**config.mk**
```make
export PLATFORM = sky130hd
export DESIGN_NAME = mux_sel_seq
export DESIGN_NICKNAME = d
export VERILOG_FILES = /design/src/rtl/mux_sel_pkg.sv /design/src/rtl/mux_sel_next.sv /design/src/rtl/mux_sel_seq.sv
export SDC_FILE = /design/constraint.sdc
export NUM_CORES = 1
export LEC_CHECK = 0
export CORE_MARGIN = 5
export CORE_UTILIZATION = 35
export DETAILED_ROUTE_END_ITERATION = 8
export SKIP_LAST_GASP = 1
export SYNTH_ARGS = -nofsm -noshare
export SYNTH_HDL_FRONTEND = slang
export SYNTH_SLANG_ARGS = --single-unit
```
**constraint.sdc**
```tcl
create_clock -name clk -period 3.8 [get_ports clk]
set_input_delay 0.76 -clock clk [delete_from_list [all_inputs] [get_ports clk]]
set_output_delay 0.76 -clock clk [all_outputs]
set_load 0.01 [all_outputs]
```
**src/rtl/mux_sel_pkg.sv**
```systemverilog
// Shared types and constants for the mux select sequencer.
package mux_sel_pkg;

   localparam int NUM_CH = 4;
   localparam int CH_W   = 2;

   typedef logic [CH_W-1:0]   ch_t;
   typedef logic [NUM_CH-1:0] mask_t;

   typedef enum logic {
      IDLE  = 1'b0,
      DWELL = 1'b1
   } state_e;

endpackage : mux_sel_pkg

```
**src/rtl/mux_sel_next.sv**
```systemverilog
// Channel navigation: finds the lowest enabled channel and the next enabled
// channel above the current one (circularly), and flags when that search
// wrapped back to an index at or below the current one.
module mux_sel_next
   import mux_sel_pkg::*;
(
   input  logic [CH_W-1:0]   ch_i,
   input  logic [NUM_CH-1:0] mask_i,
   output logic [CH_W-1:0]   next_ch_o,
   output logic              wrap_o,
   output logic [CH_W-1:0]   low_ch_o
);

   // Circular upward search from ch+1. Iterating from the farthest offset
   // down to the nearest lets the nearest enabled channel win without a break.
   // An empty mask leaves next = current and reports a wrap.
   always_comb begin
      // NOTE: every output gets a default before any conditional assignment so no latch is inferred.
      next_ch_o = ch_i;
      for (int k = NUM_CH; k >= 1; k--) begin
         if (mask_i[CH_W'(ch_i + CH_W'(k))]) begin
            next_ch_o = CH_W'(ch_i + CH_W'(k));
         end
      end
      wrap_o = (next_ch_o <= ch_i);
   end

   // Lowest enabled channel; scanning downward so index 0 wins last.
   always_comb begin
      low_ch_o = '0;
      for (int i = NUM_CH - 1; i >= 0; i--) begin
         if (mask_i[i]) begin
            low_ch_o = CH_W'(i);
         end
      end
   end

endmodule : mux_sel_next

```
**src/rtl/mux_sel_seq.sv**
```systemverilog
// Select sequencer driving the s1/s2 inputs of the 2-bit select mux.
// Steps through the enabled channels, holding each for a programmable dwell,
// with a strobe on the last cycle of every dwell. Single-pass or continuous.
module mux_sel_seq
   import mux_sel_pkg::*;
#(
   parameter int DWELL_W = 8
) (
   input  logic               clk,
   input  logic               rst_n,
   input  logic               start,
   input  logic               stop,
   input  logic [DWELL_W-1:0] dwell,
   input  logic [NUM_CH-1:0]  ch_mask,
   input  logic               continuous,
   output logic               s1,
   output logic               s2,
   output logic               busy,
   output logic               ch_valid,
   output logic               done
);

   localparam logic [DWELL_W-1:0] CNT_ONE = {{(DWELL_W-1){1'b0}}, 1'b1};

   state_e             state_q, state_d;
   ch_t                ch_q, ch_d;
   logic [DWELL_W-1:0] cnt_q, cnt_d;
   logic [DWELL_W-1:0] dwell_q, dwell_d;
   mask_t              mask_q, mask_d;
   logic               cont_q, cont_d;
   logic               done_q, done_d;

   logic [DWELL_W-1:0] dwell_eff;
   mask_t              nav_mask;
   ch_t                next_ch;
   ch_t                low_ch;
   logic               wrap;

   // A zero dwell is held as a one-cycle dwell.
   assign dwell_eff = (dwell == '0) ? CNT_ONE : dwell;

   // While idle the navigator looks at the live mask (to find the first
   // channel); once scanning it only sees the latched configuration.
   assign nav_mask = (state_q == IDLE) ? ch_mask : mask_q;

   mux_sel_next u_next (
      .ch_i      (ch_q),
      .mask_i    (nav_mask),
      .next_ch_o (next_ch),
      .wrap_o    (wrap),
      .low_ch_o  (low_ch)
   );

   // State and datapath registers, all cleared asynchronously.
   always_ff @(posedge clk or negedge rst_n) begin
      if (!rst_n) begin
         state_q <= IDLE;
         ch_q    <= '0;
         cnt_q   <= '0;
         dwell_q <= '0;
         mask_q  <= '0;
         cont_q  <= 1'b0;
         done_q  <= 1'b0;
      end else begin
         // NOTE: sequential state uses non-blocking assignments so every register samples pre-edge values.
         state_q <= state_d;
         ch_q    <= ch_d;
         cnt_q   <= cnt_d;
         dwell_q <= dwell_d;
         mask_q  <= mask_d;
         cont_q  <= cont_d;
         done_q  <= done_d;
      end
   end

   // Next-state logic: start/latch in IDLE, count down and advance in DWELL.
   always_comb begin
      state_d = state_q;
      ch_d    = ch_q;
      cnt_d   = cnt_q;
      dwell_d = dwell_q;
      mask_d  = mask_q;
      cont_d  = cont_q;
      done_d  = 1'b0;

      unique case (state_q)
         IDLE: begin
            if (start && !stop) begin
               if (ch_mask != '0) begin
                  dwell_d = dwell_eff;
                  mask_d  = ch_mask;
                  cont_d  = continuous;
                  ch_d    = low_ch;
                  cnt_d   = dwell_eff - CNT_ONE;
                  state_d = DWELL;
               end else begin
                  // Nothing to scan: report completion immediately.
                  done_d = 1'b1;
               end
            end
         end

         DWELL: begin
            if (stop) begin
               // Abort; selects hold where they are.
               state_d = IDLE;
            end else if (cnt_q == '0) begin
               if (wrap && !cont_q) begin
                  // End of single pass; selects hold the last channel.
                  state_d = IDLE;
                  done_d  = 1'b1;
               end else begin
                  ch_d  = next_ch;
                  cnt_d = dwell_q - CNT_ONE;
               end
            end else begin
               cnt_d = cnt_q - CNT_ONE;
            end
         end

         default: state_d = IDLE;
      endcase
   end

   // Outputs, all derived directly from registers.
   always_comb begin
      s1       = ch_q[1];
      s2       = ch_q[0];
      busy     = (state_q == DWELL);
      ch_valid = (state_q == DWELL) && (cnt_q == '0);
      done     = done_q;
   end

endmodule : mux_sel_seq

```
After elaboration in Yosys (flattened, before gate mapping). Cells that the tools add are included.

Memories: 0. Output and inout bits: 5. Latch bits: 0. Flip-flop bits (word level): 25. Memory bits (writable): 0. Memory bits (read-only): 0.

Multiplexer cells: 39. $add $sub $neg: 6. Reductions and logical operators: 11. Multiply operators: 0. Divide/modulo/power cells: 0. Shifts and indexed selects: 0. $lt $le $gt $ge: 4. Bitwise operators: 1. Eq/ne operators: 6.

Operators with widths (number): $mux 8 (6); $mux 2 (12); $sub 8x1->8 const B (3); $logic_not 8->1 (2); $pmux 8 s2 (1); $mux 1 (13); $lt 2x3->1 const B (3); $bmux 1 s2 (3); $ne 2x1->1 const B (3); $reduce_and 5->1 (1); $add 2x2->2 const B (2); $mux 4 (1); $ne 2x2->1 const B (2); $pmux 1 s2 (2); $pmux 2 s2 (1); $reduce_and 4->1 (1); $reduce_bool 4->1 (1); $logic_and 1x1->1 (3); $ne 3x3->1 const B (1); $reduce_and 3->1 (1); $add 2x1->2 const B (1); $le 2x2->1 (1); $logic_not 1->1 (2); $not 1->1 (1).

Logic depth before layout (Yosys ltp).
Word-level depth: 12. Gate-level depth with buffers: 12. Depth with buffers taken out: 11.

Cells and area by module. Synthesis repeated with hierarchy kept, for this count alone.

Cell total of the unflattened synthesis: 173. Area, all modules: 1737.9 um^2.

By module, submodules not included: mux_sel_seq (cells each 152, area each 1582.8 um^2, times used 1, seq. area each 625.6 um^2); mux_sel_next (cells each 21, area each 155.1 um^2, times used 1, seq. area each 0.0 um^2).

Least setup slack after synthesis. OpenSTA, ideal clock, no wires.

Kind: in2reg. Start point: input ch_mask[2]. End point: register cnt_q[0]. Stages: 9. Data arrival time: 2.759 ns. Path slack: 0.916 ns. Library setup time: 0.125 ns. Path buffers: 0. Data required time: 3.675 ns. Cell sequence: mux2i_1 nor2b_1 nor2_1 o211a_1 ha_1 a21oi_1 nor4_4 o31ai_4 mux2_4.

Longest elaborated chain between the ends: 10.

RTL lines: from (decl) (RTL line mux_sel_seq.sv:14) `input logic [NUM_CH-1:0] ch_mask,`; $mux 4 (RTL line mux_sel_seq.sv:44) `assign nav_mask = (state_q == IDLE) ? ch_mask : mask_q;`; $bmux 1 s2 (RTL line mux_sel_next.sv:21) `if (mask_i[CH_W'(ch_i + CH_W'(k))]) begin`; $mux 1 (implied by the code) (RTL line mux_sel_next.sv:21); $mux 2 (3 in a row) (RTL line mux_sel_next.sv:21); $le 2x2->1 (RTL line mux_sel_next.sv:25) `wrap_o = (next_ch_o <= ch_i);`; $logic_and 1x1->1 (RTL line mux_sel_seq.sv:108) `if (wrap && !cont_q) begin`; $ne 3x3->1 (no line); $reduce_and 4->1 (no line) *; to (signal assigned) (RTL line mux_sel_seq.sv:68) `cnt_q <= cnt_d;`; to (decl) (RTL line mux_sel_seq.sv:27) `logic [DWELL_W-1:0] cnt_q, cnt_d;`.

Mark *: on every way between the ends. The rest lies on a longest branch, timed or not. The select of a mux whose other input is x is not followed. A chain may end at the register's enable or synchronous reset.

Final worst setup path.
Start point: input ch_mask[2]. End point: register cnt_q[7].

The elaborated chain is that of the path after synthesis.

==> flow_metrics.tcl <==
set metrics [dict create \
    ant_nets 0 \
    max_clock_freq_mhz 314 \
    seq_area_frac_synth 0.387 \
    rows 24 \
    drv_slew 0 \
    finalHoldViolCount 0 \
    yosysWarnings 0 \
    setup_viol 0 \
    critPathTopFamily "buffers and inverters" \
    rsz0062_at_grt "no" \
    fill_cells 423 \
    synth.net_count 168 \
    grt_max_degree 26 \
    nNetsFinal 194 \
    crit_path_max_incr_delay_ns 0.46 \
    required_ns 3.96 \
    tns_ns 0 \
    diodes 0 \
    relSlewSlack 0.698 \
    worstSetupStartpointType "input pin" \
    finalCriticalPeriod_ns 3.18 \
    pin_count 22 \
    gp_congestion 0.838 \
    grt_pass1_vias 1341 \
    synth_enable_flop_cells 0 \
    finalCritPeriodShare 0.838 \
    tightest_slew_ns 0.449 \
    dieWidth_um 77.9 \
    vdd_drop_max_uv 254 \
    synthTopCellsByCount "dfrtp_1 (25), nor2_1 (17), a21oi_1 (11)" \
    cp-end-kind "register" \
    drv_cap 0 \
    crit_chain "clkdlybuf4s50_1, mux2i_1, nor2b_1, nor2_1, o211a_1, ha_1, a21oi_1, nor4_4, o31ai_4, buf_4, mux2_4" \
    yosysTopAreaCell "dfrtp_1" \
    grt.overflow.total 0 \
    preCtsSetupSlack_ns 0.346 \
    post_cts_resized 0 \
    routed_wl_um 3600 \
    synth_top_area_share 0.387 \
    worstSetupPathType "input pin to register" \
    clk_latency_ns 0.27 \
    avgSynthCellArea_um2 10.9 \
    route.detailed.drc 0 \
    antenna_found_initial 0 \
    yosys_register_bits 25 \
    hpwl_um 2760 \
    finalWorstSetupSlack_ns 0.616 \
    arrival_ns 3.35 \
    wl_per_cell_um 16.0 \
    final_core_util 0.440 \
    numClockSinks 25 \
    synth_most_common_cell "dfrtp_1" \
    status "finished clean" \
    viasPerCell 5.46 \
    ctsHoldBuffers 0 \
    io_buffers 21 \
    synthTopCellsByArea "dfrtp_1 (39%), mux2i_1 (6.2%), mux2_4 (5.6%)" \
    tritoncts "done" \
    power_density_nw_per_um2 529 \
    critPathSlowestCell "clkdlybuf4s50_1" \
    numCtsBuffers 3 \
    h-tree-depth 1 \
    route.vias.total 1229 \
    fin_skew_ns 0.00141 \
    synthArstFlopShare 1.00 \
    grt_pass1_wl_um 6250 \
    fin_total_pwr_mw 1.03 \
    grt_usage 0.126 \
    first_iter_violations 89 \
    min_path_type "register to register" \
    syn-cell-area_um2 1620 \
    yosysUniqueCellTypes 48 \
    core_um2 4410 \
    clockBufferDepth 2 \
    cellLeakagePower_nw 0.781 \
    post-cts-setup-buffer-count 0 \
    multi_input_area_um2 932 \
    dieArea_um2 6070 \
    netlist_instances 148 \
    final_layout_size_suffix_gt1_frac 0.185 \
    regArea_um2 626 \
    syn_to_final_growth_pct 20.4 \
    cts_root_buffer "clkbuf_8" \
    firstDrtPassIters 4 \
    crit_buf_inv 2 \
    path_clk_slew_ns 0.09 \
    start_util 0.366 \
    crit_fanout 9 \
    fp.dieH_um 77.9 \
    synth_ff_type "dfrtp_1" \
]
==> flip-flops by register name, summed over array words and instances, names as in the netlist <==
| signal | flops |
|---|---|
| ch_q | 2 |
| cnt_q | 8 |
| done | 1 |
| cont_q | 1 |
| mask_q | 4 |
| busy | 1 |
| dwell_q | 8 |
==> cell type report <==
class,count,area share
inverters,8,0.0167
repair buffers,25,0.124
flip-flops and latches,25,0.322
multi-input cells,111,0.479
clock buffers,3,0.0212
clock inverters,1,0.00386
well taps,52,0.0335
==> layout by cell type, fill, tap and decap left out, types with 3 or more instances in the layout <==
master | synthesis | final
inv_1 | 6 | 6
mux2i_1 | 10 | 10
nor4_4 | 3 | 3
clkbuf_8 | 0 | 3
buf_4 | 0 | 4
clkdlybuf4s50_1 | 0 | 21
mux2_4 | 6 | 6
mux2_2 | 6 | 6
nor4_1 | 3 | 3
xor2_1 | 3 | 3
ha_1 | 3 | 3
mux2_1 | 7 | 7
a21oi_1 | 11 | 11
nor2_1 | 17 | 17
dfrtp_1 | 25 | 25
==> per-layer routing <==
layer  vias to the layer above  global-route usage  share of wire
met5                         -                   0              0
met4                         0              0.0490          0.022
met3                         8              0.0289          0.048
met2                        32               0.201           0.46
met1                       588               0.164           0.47
li1                        601                   -              -
==> cells by family after synthesis <==
kind of cell             synth area share
adder cells (fa/ha/maj)            0.0232
AND/OR/NAND/NOR                     0.190
buffers and inverters              0.0356
XOR/XNOR                           0.0271
AO/OA/AOI/OAI                       0.129
flip-flops                          0.387
multiplexers                        0.208
==> final timing paths <==
path / startpoint / end / slack [ns] / depth (start not counted)
min: dwell_q[6] / dwell_q[6] / 0.50 / 1
min in group asynchronous: rst_n / ch_q[1] / 0.86 / 2
min reg2reg: dwell_q[6] / dwell_q[6] / 0.50 / 1
max in group asynchronous: rst_n / dwell_q[0] / 2.69 / 2
max: ch_mask[2] / cnt_q[7] / 0.62 / 11
max reg2reg: busy / cnt_q[7] / 0.95 / 10
==> per-stage QoR <==
step | std cells | hold slack (ns) | area (um^2)
2_1_floorplan | 148 | 0.450 | 1620
3_3_place_gp | 221 | 0.478 | 1900
3_5_place_dp | 221 | 0.486 | 1900
4_1_cts | 225 | 0.509 | 1940
5_1_grt | 225 | 0.536 | 1940
6_report | 225 | 0.501 | 1940
==> power by group <==
part	internal (mW)	switching [mW]	leakage, nW	total [mW]
Sequential	0.349	0.107	0.299	0.456
Combinational	0.218	0.194	0.460	0.411
Clock	0.0743	0.0877	0.0217	0.162
Power figures use the tool's default switching activity.
